<file path="src/rtl/vpu_writeback.sv">
// VPU result writeback: buffers two skewed lanes, pairs them into UB rows, writes rows with backpressure.
// Optional overflow detection is built when VPU_WB_OVF_EN is defined; otherwise err_ovf is tied low.
module vpu_writeback #(
    parameter int DATA_W     = 16,
    parameter int ADDR_W     = 8,
    parameter int FIFO_DEPTH = 4
) (
    input  logic                  clk,
    input  logic                  rst,
    input  logic                  start,
    input  logic [ADDR_W-1:0]     base_addr,
    input  logic [ADDR_W-1:0]     num_rows,
    input  logic [DATA_W-1:0]     lane1_data,
    input  logic                  lane1_valid,
    input  logic [DATA_W-1:0]     lane2_data,
    input  logic                  lane2_valid,
    output logic                  ub_wr_en,
    output logic [ADDR_W-1:0]     ub_wr_addr,
    output logic [2*DATA_W-1:0]   ub_wr_data,
    input  logic                  ub_wr_ready,
    output logic                  busy,
    output logic                  done,
    output logic                  err_ovf
);

    localparam int PTR_W = $clog2(FIFO_DEPTH);

    typedef enum logic [1:0] {
        ST_IDLE = 2'd0,
        ST_RUN  = 2'd1,
        ST_DONE = 2'd2
    } state_t;

    state_t state_r;
    state_t state_nxt_s;

    logic [DATA_W-1:0]   mem1_r [FIFO_DEPTH];
    logic [DATA_W-1:0]   mem2_r [FIFO_DEPTH];
    logic [PTR_W:0]      wr1_r, rd1_r, wr2_r, rd2_r;

    logic [ADDR_W-1:0]   base_r;
    logic [ADDR_W-1:0]   num_rows_r;
    logic [ADDR_W-1:0]   row_idx_r;
    logic [ADDR_W-1:0]   acc_cnt_r;

    logic                wr_en_r;
    logic [ADDR_W-1:0]   wr_addr_r;
    logic [2*DATA_W-1:0] wr_data_r;
    logic                busy_r;
    logic                done_r;

    logic run_s, start_acc_s;
    logic empty1_s, empty2_s, full1_s, full2_s;
    logic push1_s, push2_s;
    logic row_ok_s, accept_s;

    // Pointers carry one extra wrap bit so full and empty are distinguishable.
    function automatic logic fifo_full(input logic [PTR_W:0] wr, input logic [PTR_W:0] rd);
        return (wr[PTR_W] != rd[PTR_W]) && (wr[PTR_W-1:0] == rd[PTR_W-1:0]);
    endfunction

    function automatic logic fifo_empty(input logic [PTR_W:0] wr, input logic [PTR_W:0] rd);
        return (wr == rd);
    endfunction

    assign run_s       = (state_r == ST_RUN);
    assign start_acc_s = (state_r == ST_IDLE) && start;
    assign empty1_s    = fifo_empty(wr1_r, rd1_r);
    assign empty2_s    = fifo_empty(wr2_r, rd2_r);
    assign full1_s     = fifo_full(wr1_r, rd1_r);
    assign full2_s     = fifo_full(wr2_r, rd2_r);
    assign push1_s     = run_s && lane1_valid && !full1_s;
    assign push2_s     = run_s && lane2_valid && !full2_s;
    assign accept_s    = wr_en_r && ub_wr_ready;
    assign row_ok_s    = run_s && !empty1_s && !empty2_s && (row_idx_r < num_rows_r)
                         && (!wr_en_r || ub_wr_ready);

    // State register.
    always_ff @(posedge clk or negedge rst) begin
        if (!rst) begin
            state_r <= ST_IDLE;
        end else begin
            state_r <= state_nxt_s;
        end
    end

    // Next-state logic; RUN ends on the acceptance of the last programmed row.
    always_comb begin
        state_nxt_s = state_r;
        case (state_r)
            ST_IDLE: begin
                if (start) begin
                    if (num_rows != {ADDR_W{1'b0}}) begin
                        state_nxt_s = ST_RUN;
                    end else begin
                        state_nxt_s = ST_DONE;
                    end
                end else begin
                    state_nxt_s = ST_IDLE;
                end
            end
            ST_RUN: begin
                if (accept_s && ((acc_cnt_r + ADDR_W'(1)) == num_rows_r)) begin
                    state_nxt_s = ST_DONE;
                end else begin
                    state_nxt_s = ST_RUN;
                end
            end
            ST_DONE: state_nxt_s = ST_IDLE;
            default: state_nxt_s = ST_IDLE;
        endcase
    end

    // FIFO storage; data cells only change on a successful push.
    always_ff @(posedge clk or negedge rst) begin
        if (!rst) begin
            for (int i = 0; i < FIFO_DEPTH; i++) begin
                mem1_r[i] <= {DATA_W{1'b0}};
                mem2_r[i] <= {DATA_W{1'b0}};
            end
        end else begin
            if (push1_s) begin
                mem1_r[wr1_r[PTR_W-1:0]] <= lane1_data;
            end
            if (push2_s) begin
                mem2_r[wr2_r[PTR_W-1:0]] <= lane2_data;
            end
        end
    end

    // FIFO pointers; an accepted start flushes any leftover words.
    always_ff @(posedge clk or negedge rst) begin
        if (!rst) begin
            wr1_r <= {(PTR_W+1){1'b0}};
            rd1_r <= {(PTR_W+1){1'b0}};
            wr2_r <= {(PTR_W+1){1'b0}};
            rd2_r <= {(PTR_W+1){1'b0}};
        end else if (start_acc_s) begin
            wr1_r <= {(PTR_W+1){1'b0}};
            rd1_r <= {(PTR_W+1){1'b0}};
            wr2_r <= {(PTR_W+1){1'b0}};
            rd2_r <= {(PTR_W+1){1'b0}};
        end else begin
            if (push1_s) begin
                wr1_r <= wr1_r + (PTR_W+1)'(1);
            end
            if (push2_s) begin
                wr2_r <= wr2_r + (PTR_W+1)'(1);
            end
            if (row_ok_s) begin
                rd1_r <= rd1_r + (PTR_W+1)'(1);
                rd2_r <= rd2_r + (PTR_W+1)'(1);
            end
        end
    end

    // Transfer parameters and row/acceptance counters.
    always_ff @(posedge clk or negedge rst) begin
        if (!rst) begin
            base_r     <= {ADDR_W{1'b0}};
            num_rows_r <= {ADDR_W{1'b0}};
            row_idx_r  <= {ADDR_W{1'b0}};
            acc_cnt_r  <= {ADDR_W{1'b0}};
        end else if (start_acc_s) begin
            base_r     <= base_addr;
            num_rows_r <= num_rows;
            row_idx_r  <= {ADDR_W{1'b0}};
            acc_cnt_r  <= {ADDR_W{1'b0}};
        end else begin
            if (row_ok_s) begin
                row_idx_r <= row_idx_r + ADDR_W'(1);
            end
            if (accept_s) begin
                acc_cnt_r <= acc_cnt_r + ADDR_W'(1);
            end
        end
    end

    // Output row register: loads a new row, clears on acceptance, otherwise holds.
    always_ff @(posedge clk or negedge rst) begin
        if (!rst) begin
            wr_en_r   <= 1'b0;
            wr_addr_r <= {ADDR_W{1'b0}};
            wr_data_r <= {(2*DATA_W){1'b0}};
        end else if (row_ok_s) begin
            wr_en_r   <= 1'b1;
            wr_addr_r <= base_r + row_idx_r;
            wr_data_r <= {mem2_r[rd2_r[PTR_W-1:0]], mem1_r[rd1_r[PTR_W-1:0]]};
        end else if (accept_s) begin
            wr_en_r   <= 1'b0;
        end else begin
            wr_en_r   <= wr_en_r;
        end
    end

    // Status outputs track the state being entered.
    always_ff @(posedge clk or negedge rst) begin
        if (!rst) begin
            busy_r <= 1'b0;
            done_r <= 1'b0;
        end else begin
            busy_r <= (state_nxt_s != ST_IDLE);
            done_r <= (state_nxt_s == ST_DONE);
        end
    end

`ifdef VPU_WB_OVF_EN
    logic err_ovf_r;
    logic ovf_s;

    assign ovf_s = run_s && ((lane1_valid && full1_s) || (lane2_valid && full2_s));

    // Sticky overflow flag, cleared by the next accepted start.
    always_ff @(posedge clk or negedge rst) begin
        if (!rst) begin
            err_ovf_r <= 1'b0;
        end else if (start_acc_s) begin
            err_ovf_r <= 1'b0;
        end else if (ovf_s) begin
            err_ovf_r <= 1'b1;
        end else begin
            err_ovf_r <= err_ovf_r;
        end
    end

    assign err_ovf = err_ovf_r;
`else
    assign err_ovf = 1'b0;
`endif

    assign ub_wr_en   = wr_en_r;
    assign ub_wr_addr = wr_addr_r;
    assign ub_wr_data = wr_data_r;
    assign busy       = busy_r;
    assign done       = done_r;

endmodule

</file>
<file path="config.mk">
export PLATFORM = sky130hd
export DESIGN_NAME = vpu_writeback
export DESIGN_NICKNAME = d
export VERILOG_FILES = /design/src/rtl/vpu_writeback.sv
export SDC_FILE = /design/constraint.sdc
export NUM_CORES = 1
export LEC_CHECK = 0
export ABC_AREA = 1
export ABC_CLOCK_PERIOD_IN_PS = 1900
export BUFFER_PORTS_ARGS = -buffer_cell sky130_fd_sc_hd__buf_2
export CORE_ASPECT_RATIO = 1.75
export CORE_MARGIN = 2
export CORE_UTILIZATION = 40
export DETAILED_ROUTE_END_ITERATION = 8
export PLACE_DENSITY_LB_ADDON = 0.3
export SLEW_MARGIN = 30
export SYNTH_ARGS = -nofsm -noshare
export SYNTH_HDL_FRONTEND = slang
export SYNTH_SLANG_ARGS = --single-unit
</file>
<file path="constraint.sdc">
create_clock -name clk -period 1.9 [get_ports clk]
set_clock_uncertainty 0.05 [all_clocks]
set_input_delay 0.38 -clock clk [delete_from_list [all_inputs] [get_ports clk]]
set_output_delay 0.38 -clock clk [all_outputs]
set_load 0.1 [all_outputs]
</file>
# Yosys cells after proc, flatten, opt, wreduce, memory -nomap -nowiden
# Cells that the tools add are included.
# totals
reg_bits	217
input_bits	54
output_inout_bits	44
elab_cells	108
# classes
addsub	7
order_cmp	7
n_eq_ne	9
n_mux	30
bitwise_logic	4
n_reduce_logical	29
# ops
cell	count
bitwise mux 64 bit	2
two-way mux 16 bit	6
binary-select mux 16 bit (select 2 bit)	2
demux 16 bit (select 2 bit)	2
two-way mux 8 bit	4
two-way mux 3 bit	8
adder 8 x 1 -> 8 bit, second input constant	2
logical AND 1 bit	15
adder 3 x 1 -> 3 bit, second input constant	4
greater-or-equal comparator 3 bit, second input constant	4
NOT 2 -> 3 bit	4
nonzero test 2 bit	6
adder 8 bit	1
== test 8 bit	1
< comparator 8 bit	1
nonzero test 8 bit	1
== test 3 bit	2
< comparator 3 x 1 -> 1 bit, second input constant	2
two-way mux 2 bit	3
zero test 1 bit	5
== test 2 bit	2
case mux 2 bit (2 select lines)	1
== test 2 x 1 -> 1 bit, second input constant	1
== test 2 bit, second input constant	1
4 further kinds	6

# Logic depth before layout (Yosys ltp)
# Gate-level depths: netlist of run 1.
# logic_depth
depth_word	8
mapped_depth	12

# Worst setup path after synthesis of run 1
# Ideal clock, no wire load.
# synth_timing
kind	flip-flop to flip-flop
startpoint	reg wr_en_r, in the netlist ub_wr_en
endpoint	reg state_r[0]
setup_ps	116
arrival_ps	1794
path_slack_ps	-61
path_stages_with_launch	10
period_less_slack_ps	1961
cell_sequence	dfrtp_1 -> nand2_1 -> a21oi_1 -> nand3_1 -> nor2_1 -> nand3_1 -> nor2_1 -> nand3_1 -> nand2_1 -> nand2_1
# synth_via
elab_chain_len	4
# synth_lines
element	line_no	rtl
start, declared	46	logic wr_en_r;
start signal, assigned	192	wr_en_r <= wr_en_r;
logical AND 1 bit	74	assign accept_s = wr_en_r && ub_wr_ready;
logical AND 1 bit	103	if (accept_s && ((acc_cnt_r + ADDR_W'(1)) == num_rows_r)) begin
two-way mux 2 bit	103	
case mux 2 bit (2 select lines)	90	case (state_r)
net state_nxt_s[0]	35	state_t state_nxt_s;
end signal, assigned	83	state_r <= state_nxt_s;
end, declared	34	state_t state_r;
# The timed path passes the listed nets, and every way through them passes these cells.
# A chain may end at the register's enable or synchronous reset.

# Worst setup path after layout of run 1
# layout_timing
startpoint	reg num_rows_r[6]
endpoint	reg row_idx_r[2]
# layout_via
elab_chain_len	4
# layout_lines
element	line_no	rtl
start, declared	42	logic [ADDR_W-1:0] num_rows_r;
start signal, assigned	161	num_rows_r <= {ADDR_W{1'b0}};
start signal, assigned	166	num_rows_r <= num_rows;
< comparator 8 bit	75	assign row_ok_s = run_s && !empty1_s && !empty2_s && (row_idx_r < num_rows_r)
logical AND 1 bit	75	
logical AND 1 bit	76	&& (!wr_en_r || ub_wr_ready);
nonzero test 2 bit (no line)	n/a	
end signal, assigned	162	row_idx_r <= {ADDR_W{1'b0}};
end signal, assigned	167	row_idx_r <= {ADDR_W{1'b0}};
end signal, assigned	171	row_idx_r <= row_idx_r + ADDR_W'(1);
end, declared	43	logic [ADDR_W-1:0] row_idx_r;
# No other way between the ends.

==> impl_results.md, run 1 <==
* Status: complete, but fails checks
* Failing checks: negative setup slack
* I/O Buffers at 96
* Max-cap violation count at 0
* Synthesized net count at 1,266
* Worst-path cell with the longest stage delay: dfrtp_1
* Worst Max-Slew Pin Slew at 0.513 ns
* H-tree levels at 1
* Max Clock Freq at 516 MHz
* Dpl ws at -0.0208 ns
* Residual DRC at 0
* Ranking of synthesized cells by area: dfrtp_1 (54%), nand2_1 (13%), o21ai_0 (11%)
* GPL Wtd Cong at ~0.8
* Critical-path cell list: inv_1 > ha_1 > nand2_1 > a21oi_1 > nor2_1 > nand2_1 > nor2_2 > nand3_4 > clkinv_8 > clkbuf_16 > nand3_1 > nand2_1
* Hold Slack at around 0.022 ns
* Area grow syn2layout at 23.7%
* DP Cell Count at approximately 1,600
* Total I/O pin count at 98
* Clk pin slew, worst setup/hold paths at 0.07 ns
* Mapped Cells at 1,185
* Netlist cell types at 32
* Die Y at 213 um
* FILL cells at about 2,400
* Detailed Place HPWL at between 15,000 and 20,000 um
* FF/Latch Area at approximately 0.0054 mm2
* Fin. Hold Viols at 0
* Seq cells post-synth at 217
* CP required at between 2 and 2.5 ns
* Routed vias at 8,252
* Area of the die at roughly 0.026 mm2
* CP most frequent cell: nand2_1
* CTS sink cnt at ~220
* Final min period at 1.94 ns
* Maximum fanout along the worst path at 8
* Die width at 123 um
* Max incr delay on CP at 0.36 ns
* Clock Root Buffer: clkbuf_16
* DR vias/cell at roughly 5
* DR iter-0 viols at 429
* Antenna cell count at 0
* Grt total ovfl at 0
* Register area share after synthesis at roughly 54%
* Most frequent cell after synthesis: nand2_1
* Final wirelength at 25,500 um
* RSZ-0062 raised after global routing: true
* Ys Warns at 0
* NumNets Final at approximately 1,400
* Non-filler cells, final at 1,633
* Setup crit end kind: flop
* WS Path Type: flop to flop
* Initial antenna violation count at 0
* First-pass GRT wire length at 41,200 um
* Latest clock arrival within the worst-skew pair at just over 0.5 ns
* Synth Cell Area at 0.00999 mm2
* Slew margin rel. at 66.1%
* Via count of the first global-routing pass at 8,327
* Rows at 76
* Synth area leader: dfrtp_1
* Initial Util at 40.6%
* # setup viols final at 16
* Multi-input gate area at 0.00418 mm2
* Post-route core utilization at 50.2%
* Detail Route Antenna Nets at 0
* Share of cells above drive strength 1 at roughly a fifth
* Prevailing post-synth register cell: dfrtp_1
* Final setup margin at -0.0378 ns
* Core Box Area at 0.0246 mm2
* Synth top area share at 54.4%
* DR pass1 iterations at 5
* CTS tree: built
* Most frequent cells after synthesis: nand2_1 (353), dfrtp_1 (217), o21ai_0 (212)
* Startpoint types: flop
* Final Max Tran Viols at 0
* Drt wl/cell at roughly 16 um
* Total GRT Usage at 19.7%
* Pin count of the biggest net entering global routing at 53
* Worst EP arrival at 2.34 ns
* Ys async rst share at 100%
* CTS buffer count at 22
* Mean post-synth cell area at 8.43 um2
* Max Root-Sink Buffers at 3
* Hold Path Class: input pin to flop
* EDFF count, synth at 0
* Final Cycle Share at 102%
-- kinds of logic after synthesis --
kind of cell / count (synthesis) / share of synthesized area, %
AOI/OAI and AO/OA: 272 / 14.2
xor gates and xnor gates: 22 / 1.93
adders and majority gates: 27 / 3.46
buffers and inverters: 144 / 5.99
DFF: 217 / 54.4
other: 1 / 0.0375
and+or+nand+nor: 502 / 20.0
-- metrics by stage --
| stage | setup TNS, ns | cell area [um2] |
|---|---|---|
| global route | -4.36 | 12400 |
| floorplan | 0 | 9990 |
| finish | -0.167 | 12400 |
| CTS | 0 | 12000 |
| detailed placement | -0.0723 | 11100 |
| global placement | 0 | 11100 |
-- final timing paths --
| check | to | slack (ns) | startpoint | depth (start not counted) |
|---|---|---|---|---|
| min in group asynchronous | mem2_r[7]$_DFFE_PN0P_ | 0.33 | rst | 2 |
| worst min-delay path | base_r[4]$_DFFE_PN0P_ | 0.02 | base_addr[4] | 3 |
| max in group asynchronous | mem2_r[3]$_DFFE_PN0P_ | 0.85 | rst | 3 |
| worst min register to register | ub_wr_data[9]$_DFFE_PN0P_ | 0.43 | ub_wr_data[9]$_DFFE_PN0P_ | 2 |
| worst max register to register | row_idx_r[2]$_DFFE_PN0P_ | -0.04 | num_rows_r[6]$_DFFE_PN0P_ | 12 |
| worst max-delay path | row_idx_r[2]$_DFFE_PN0P_ | -0.04 | num_rows_r[6]$_DFFE_PN0P_ | 12 |
-- layout by cell type (no fill, tap or decap), types with 4 or more instances in the layout --
cell type / count
o21ai_0: 210
xor2_1: 12
buf_12: 11
buf_4: 42
ha_1: 23
nand2_2: 38
nor2_1: 87
bufinv_16: 5
nand3_2: 4
clkbuf_8: 6
o22ai_1: 36
dfrtp_1: 216
buf_2: 95
xnor2_1: 10
inv_1: 75
a21oi_1: 13
clkbuf_16: 27
nand3_1: 44
o21ai_1: 7
nand2_4: 8
inv_2: 6
nand4_1: 6
nand2_1: 307
-- critical path: cells and delay by family, from the launching register on --
kind	cells	cell delay, ns
adder cells (fa/ha/maj)	1	0.31
flip-flops	1	0.36
buffers and inverters	3	0.42
AO/OA/AOI/OAI	1	0.04
AND/OR/NAND/NOR	7	0.69
-- registers in the layout, indices dropped and copies added, names as in the netlist --
signal	flops
base_r	8
acc_cnt_r	8
wr2_r	3
ub_wr_data	32
mem2_r	64
state_r	2
row_idx_r	8
busy	1
ub_wr_en	1
rd1_r	3
ub_wr_addr	8
done	1
rd2_r	3
wr1_r	3
num_rows_r	8
mem1_r	64
-- per-layer routing --
layer | track usage, % | vias to the layer above | routed length, um
met4 | 8.07 | 0 | 943
met1 | 23.6 | 3943 | 10400
met3 | 2.40 | 56 | 926
met5 | 0 | - | 0
li1 | - | 4092 | -
met2 | 35.3 | 161 | 13300
-- repair_timing --
item	CTS	global route
resized for setup	8	71
buffers inserted	2	2
pin swaps	2	27
hold endpoints to repair	44	0
hold buffers	1	0
gates cloned	1	4
setup endpoints to repair	29	122
-- final cells by class --
class	count	area share, %
Sequential cell	217	44.0
Inverter	83	2.62
Multi-Input combinational cell	824	33.9
Tap cell	312	3.16
Clock buffer	31	5.39
Timing Repair Buffer	157	9.63
Clock inverter	9	1.40
Power of run 1 is not shown: default switching activity piles up to over one toggle a cycle in this logic, so the estimate is an artifact.
==> run 2, diff against run 1 <==
--- a/config.mk
+++ b/config.mk
@@ -10,9 +10,10 @@
 export BUFFER_PORTS_ARGS = -buffer_cell sky130_fd_sc_hd__buf_2
 export CORE_ASPECT_RATIO = 1.75
 export CORE_MARGIN = 2
-export CORE_UTILIZATION = 40
+export CORE_UTILIZATION = 59
 export DETAILED_ROUTE_END_ITERATION = 8
 export PLACE_DENSITY_LB_ADDON = 0.3
+export SKIP_LAST_GASP = 1
 export SLEW_MARGIN = 30
 export SYNTH_ARGS = -nofsm -noshare
 export SYNTH_HDL_FRONTEND = slang
==> impl_results.md, run 2 (same netlist as run 1, synthesis figures left out) <==
* Share of cells above drive strength 1 at 17.1% (was 19.6%)
* Die Y at 176 um (was 213 um)
* CP most frequent cell: nand2_1 (unchanged)
* Initial antenna violation count at 0 (unchanged)
* Detailed Place HPWL at 15,000 um (was 16,600 um)
* DR pass1 iterations at 8 (was 5)
* Met3 Track Usage GR at 3.21% (was 2.40%)
* Residual DRC at 0 (unchanged)
* DR iter-0 viols at 547 (was 429)
* DP Cell Count at 1,488 (was 1,583)
* Clock Root Buffer: clkbuf_16 (unchanged)
* Hold wc startpoint: base_addr[2] (was base_addr[4])
* Total I/O pin count at 98 (unchanged)
* Reg2reg end: row_idx_r[7]$_DFFE_PN0P_ (was row_idx_r[2]$_DFFE_PN0P_)
* Busiest grt layer: met2 (unchanged)
* WS Path Type: flop to flop (unchanged)
* NumNets Final at 1,379 (was 1,386)
* Status: complete, but fails checks (unchanged)
* Initial Util at 59.5% (was 40.6%)
* Final Cycle Share at 106% (was 102%)
* First-pass GRT wire length at 37,700 um (was 41,200 um)
* Maximum fanout along the worst path at 11 (was 8)
* Drt wl/cell at 15.9 um (was 15.6 um)
* Worst EP arrival at 2.35 ns (was 2.34 ns)
* CP required at 2.24 ns (was 2.30 ns)
* Routed vias at 8,471 (was 8,252)
* Hold Path Depth at 3 (unchanged)
* CTS buffer count at 20 (was 22)
* FF-to-FF Start: num_rows_r[7]$_DFFE_PN0P_ (was num_rows_r[6]$_DFFE_PN0P_)
* Grt total ovfl at 0 (unchanged)
* RSZ-0062 raised after global routing: true (unchanged)
* DR vias/cell at 5.50 (was 5.05)
* # setup viols final at 54 (was 16)
* H-tree levels at 1 (unchanged)
* Latest clock arrival within the worst-skew pair at 0.50 ns (was 0.51 ns)
* Antenna cell count at 0 (unchanged)
* Critical-path cell list: inv_2 > ha_4 > nand2_1 > nand3b_1 > nor2_1 > nand2_1 > nor2_2 > nand3_4 > buf_4 > clkbuf_16 > nand3_1 > nand2_1 (was inv_1 > ha_1 > nand2_1 > a21oi_1 > nor2_1 > nand2_1 > nor2_2 > nand3_4 > clkinv_8 > clkbuf_16 > nand3_1 > nand2_1)
* Area grow syn2layout at 20.1% (was 23.7%)
* Total GRT Usage at 25.8% (was 19.7%)
* Setup slack, reg-to-reg at -0.11 ns (was -0.04 ns)
* Startpoint types: flop (unchanged)
* Area of the die at 0.0180 mm2 (was 0.0263 mm2)
* Final min period at 2.01 ns (was 1.94 ns)
* Met2 global-route usage at 45.6% (was 35.3%)
* CTS tree: built (unchanged)
* FF-to-FF path depth at 12 (unchanged)
* Final setup margin at -0.113 ns (was -0.0378 ns)
* Detail Route Antenna Nets at 0 (unchanged)
* CTS sink cnt at 217 (unchanged)
* Core Box Area at 0.0168 mm2 (was 0.0246 mm2)
* FILL cells at 1,331 (was 2,353)
* Hold Path End: base_r[2]$_DFFE_PN0P_ (was base_r[4]$_DFFE_PN0P_)
* Rows at 63 (was 76)
* Final Max Tran Viols at 0 (unchanged)
* Fin. Hold Viols at 0 (unchanged)
* Hold Path Class: input pin to flop (unchanged)
* GPL Wtd Cong at 0.886 (was 0.802)
* Max Clock Freq at 497 MHz (was 516 MHz)
* Worst Max-Slew Pin Slew at 0.528 ns (was 0.513 ns)
* Die width at 102 um (was 123 um)
* Max Root-Sink Buffers at 3 (unchanged)
* Pin count of the biggest net entering global routing at 72 (was 53)
* Dpl ws at 0.0570 ns (was -0.0208 ns)
* Worst-path cell with the longest stage delay: dfrtp_1 (unchanged)
* Most common cell after layout, fill and taps aside: nand2_1 (unchanged)
* Via count of the first global-routing pass at 8,178 (was 8,327)
* Clk pin slew, worst setup/hold paths at 0.07 ns (about the same)
* Most frequent cells in the layout: nand2_1 (328), dfrtp_1 (216), o21ai_0 (212) (was nand2_1 (307), dfrtp_1 (216), o21ai_0 (210))
* Failing checks: negative setup slack (unchanged)
* Final wirelength at 24,500 um (was 25,500 um)
* I/O Buffers at 96 (unchanged)
* Slew margin rel. at 64.8% (was 66.1%)
* Non-filler cells, final at 1,539 (was 1,633)
* Max-cap violation count at 0 (unchanged)
* Max incr delay on CP at 0.40 ns (was 0.36 ns)
* Routing usage on met1 at 32.1% (was 23.6%)
* Setup crit end kind: flop (unchanged)
-- run 2: changes by cell type in the layout (fill, tap and decap cells not counted), sizes merged --
| cell | delta |
|---|---|
| bufinv | -3 |
| buf | -8 |
| clkinv | +1 |
| clkbuf | +1 |
-- run 2: worst max-delay path: cells and delay by family (launching register included) --
kind,cells,cell delay (ns)
fa+ha+maj,1,0.20
buf+inv,3,0.48
flops,1,0.40
simple gates,8,0.78
-- run 2: layout make-up --
| type | instances | area (um2) | share of cell area, % |
|---|---|---|---|
| Inverter | 83 | 324 | 2.70 |
| Sequential cell | 217 | 5430 | 45.3 |
| Tap cell | 227 | 284 | 2.37 |
| Clock inverter | 7 | 87.6 | 0.730 |
| Timing Repair Buffer | 152 | 1170 | 9.74 |
| Clock buffer | 29 | 606 | 5.05 |
| Multi-Input combinational cell | 824 | 4100 | 34.2 |
-- run 2: metal layers --
metal | wire length [um] | up-vias
met5 | 0 | -
met4 | 738 | 0
met3 | 1040 | 61
met2 | 13000 | 250
met1 | 9740 | 4075
li1 | - | 4085
-- run 2: worst max-delay path by stage --
stage / endpoint / cells past startpoint / startpoint / slack [ns]
floorplan: ub_wr_addr[5]$_DFFE_PN0P_ / 10 / row_idx_r[7]$_DFFE_PN0P_ / 0.20
global placement: row_idx_r[7]$_DFFE_PN0P_ / 12 / num_rows_r[7]$_DFFE_PN0P_ / 0.09
detailed placement: row_idx_r[7]$_DFFE_PN0P_ / 12 / num_rows_r[7]$_DFFE_PN0P_ / 0.06
CTS: row_idx_r[4]$_DFFE_PN0P_ / 12 / num_rows_r[7]$_DFFE_PN0P_ / 0.02
global route: row_idx_r[7]$_DFFE_PN0P_ / 12 / num_rows_r[5]$_DFFE_PN0P_ / -0.23
finish: row_idx_r[7]$_DFFE_PN0P_ / 12 / num_rows_r[7]$_DFFE_PN0P_ / -0.11
-- run 2: per-stage QoR --
stage / area [um2] / util [%] / setup TNS, ns / hold slack [ns]
2_1_floorplan: 9990 / - / 0 / 0.0344
3_3_place_gp: 10900 / 64.9 / 0 / 0.241
3_5_place_dp: 10900 / 64.9 / 0 / 0.247
4_1_cts: 11600 / 69.1 / 0 / 0.0219
5_1_grt: 12000 / 71.5 / -10.54 / 0.0452
6_report: 12000 / 71.5 / -3.81 / 0.0335
-- run 2: what timing repair did --
item / 4_1_cts / 5_1_grt
endpoints found under the hold margin: 25 / 0
hold buffers: 1 / 0
buffers inserted: 0 / 5
gates resized for setup: 0 / 50
setup endpoints to repair: 0 / 77
Power of run 2 is left out for the same reason.
==> run 3, diff against run 2 <==
--- a/config.mk
+++ b/config.mk
@@ -12,7 +12,7 @@
 export CORE_MARGIN = 2
 export CORE_UTILIZATION = 59
 export DETAILED_ROUTE_END_ITERATION = 8
-export PLACE_DENSITY_LB_ADDON = 0.3
+export PLACE_DENSITY = 0.8
 export SKIP_LAST_GASP = 1
 export SLEW_MARGIN = 30
 export SYNTH_ARGS = -nofsm -noshare
==> impl_results.md, run 3 (same netlist as run 1, synthesis figures left out) <==
* Status: complete, but fails checks (unchanged)
* Failing checks: negative setup slack (unchanged)
* Antenna cell count at 0 (unchanged)
* Die width at 102 um (unchanged)
* Clock Root Buffer: clkbuf_16 (unchanged)
* RSZ-0062 raised after global routing: true (unchanged)
* Most frequent cells in the layout: nand2_1 (341), dfrtp_1 (216), o21ai_0 (211) (was nand2_1 (328), dfrtp_1 (216), o21ai_0 (212))
* Non-filler cells, final at 1,533 (was 1,539)
* Critical-path cell list: ha_4 > nand2_2 > nand3b_1 > nor2_1 > nand2_1 > nor2_2 > nand3_4 > inv_8 > clkbuf_16 > nand3_1 > nand2_1 (was inv_2 > ha_4 > nand2_1 > nand3b_1 > nor2_1 > nand2_1 > nor2_2 > nand3_4 > buf_4 > clkbuf_16 > nand3_1 > nand2_1)
* Detailed Place HPWL at 15,400 um (was 15,000 um)
* Share of cells above drive strength 1 at 15.7% (was 17.1%)
* Max Clock Freq at 524 MHz (was 497 MHz)
* DR iter-0 viols at 499 (was 547)
* Max Root-Sink Buffers at 3 (unchanged)
* Routed vias at 8,481 (was 8,471)
* I/O Buffers at 96 (unchanged)
* Crit path buf inv count at 2 (was 3)
* Hold Path Class: input pin to flop (unchanged)
* Post-route core utilization at 70.6% (was 71.5%)
* Grt total ovfl at 0 (unchanged)
* Max incr delay on CP at 0.43 ns (was 0.40 ns)
* Top Family by Delay on Critical Path: simple AND/OR/NAND/NOR gates (unchanged)
* DR vias/cell at 5.53 (was 5.50)
* DR pass1 iterations at 5 (was 8)
* Area of the die at 0.0180 mm2 (unchanged)
* Final Max Tran Viols at 0 (unchanged)
* Final wirelength at 24,000 um (was 24,500 um)
* Die Y at 176 um (unchanged)
* CP required at 2.28 ns (was 2.24 ns)
* Pin count of the biggest net entering global routing at 45 (was 72)
* Final min period at 1.91 ns (was 2.01 ns)
* CTS sink cnt at 217 (unchanged)
* Rows at 63 (unchanged)
* H-tree levels at 1 (unchanged)
* Multi-input gate area at 0.00404 mm2 (was 0.00410 mm2)
* Detail Route Antenna Nets at 0 (unchanged)
* Maximum fanout along the worst path at 8 (was 11)
* FF/Latch Area at 0.00543 mm2 (unchanged)
* CTS tree: built (unchanged)
* Hold Slack at 0.0336 ns (was 0.0335 ns)
* GPL Wtd Cong at 0.929 (was 0.886)
* Worst-path cell with the longest stage delay: dfrtp_1 (unchanged)
* Residual DRC at 0 (unchanged)
* First-pass GRT wire length at 39,100 um (was 37,700 um)
* Initial antenna violation count at 0 (unchanged)
* Setup crit end kind: flop (unchanged)
* Latest clock arrival within the worst-skew pair at 0.49 ns (was 0.50 ns)
* Fin. Hold Viols at 0 (unchanged)
* Most common cell after layout, fill and taps aside: nand2_1 (unchanged)
* CTS buffer count at 20 (unchanged)
* Worst EP arrival at 2.29 ns (was 2.35 ns)
* Core Box Area at 0.0168 mm2 (unchanged)
* FILL cells at 1,319 (was 1,331)
* Total GRT Usage at 26.9% (was 25.8%)
* # setup viols final at 1 (was 54)
* Via count of the first global-routing pass at 8,294 (was 8,178)
* WS Path Type: flop to flop (unchanged)
* NumNets Final at 1,374 (was 1,379)
* Clk pin slew, worst setup/hold paths at 0.07 ns (about the same)
* Setup slack, reg-to-reg at -0.009 ns (was -0.11 ns)
* Total I/O pin count at 98 (unchanged)
* Final setup margin at -0.00905 ns (was -0.113 ns)
* Area grow syn2layout at 18.6% (was 20.1%)
* Drt wl/cell at 15.7 um (was 15.9 um)
* Initial Util at 59.5% (unchanged)
* Max-cap violation count at 0 (unchanged)
* DP Cell Count at 1,491 (was 1,488)
* CP most frequent cell: nand2_1 (unchanged)
* Final Cycle Share at 100% (was 106%)
* Setup TNS at -0.00905 ns (was -3.81 ns)
* Startpoint types: flop (unchanged)
## run 3: changes by cell type in the layout (fill, tap and decap cells not counted), sizes merged
cell / previous run / this run
buf: 144 / 143
bufinv: 2 / 1
clkbuf: 36 / 35
clkinv: 6 / 2
inv: 81 / 82
## run 3: metrics by stage
| stage | cell area (um2) | setup WS (ns) |
|---|---|---|
| global placement | 11000 | 0.0587 |
| finish | 11800 | -0.00905 |
| detailed placement | 11000 | -0.0103 |
| floorplan | 9990 | 0.197 |
| global route | 11800 | -0.131 |
| CTS | 11700 | -0.0483 |
## run 3: path summary, 6_finish.rpt
check | start | end | cells past startpoint
worst max-delay path | row_idx_r[7]$_DFFE_PN0P_ | rd1_r[0]$_DFFE_PN0P_ | 11
worst min-delay path | base_addr[4] | base_r[4]$_DFFE_PN0P_ | 3
worst max register to register | row_idx_r[7]$_DFFE_PN0P_ | rd1_r[0]$_DFFE_PN0P_ | 11
worst min register to register | ub_wr_data[10]$_DFFE_PN0P_ | ub_wr_data[10]$_DFFE_PN0P_ | 2
max in group asynchronous | rst | mem1_r[45]$_DFFE_PN0P_ | 3
min in group asynchronous | rst | num_rows_r[6]$_DFFE_PN0P_ | 2
## run 3: area by class of cell
class	count	area share, %
Clock inverter	3	0.359
Inverter	83	2.69
Multi-Input combinational cell	824	34.1
Sequential cell	217	45.8
Timing Repair Buffer	147	9.19
Clock buffer	32	5.38
Tap cell	227	2.40
## run 3: worst min-delay path, stage by stage
cell	delay [ns]
buf_2	0.07
nand2_1	0.04
nand2_1	0.05
## run 3: metal layers
metal / routed length [um] / GRT usage (%)
met1: 9390 / 33.8
met2: 12500 / 47.3
met3: 1330 / 3.17
met4: 782 / 9.61
met5: 0 / 0
## run 3: timing repair
| action | CTS | global route |
|---|---|---|
| gates resized for setup | 1 | 30 |
| setup endpoints to repair | 31 | 60 |
| cloned | 0 | 3 |
| hold endpoints to repair | 38 | 0 |
| setup buffers | 0 | 3 |
| pin swaps | 0 | 16 |
| hold buffers | 1 | 0 |
Power of run 3 is left out for the same reason.
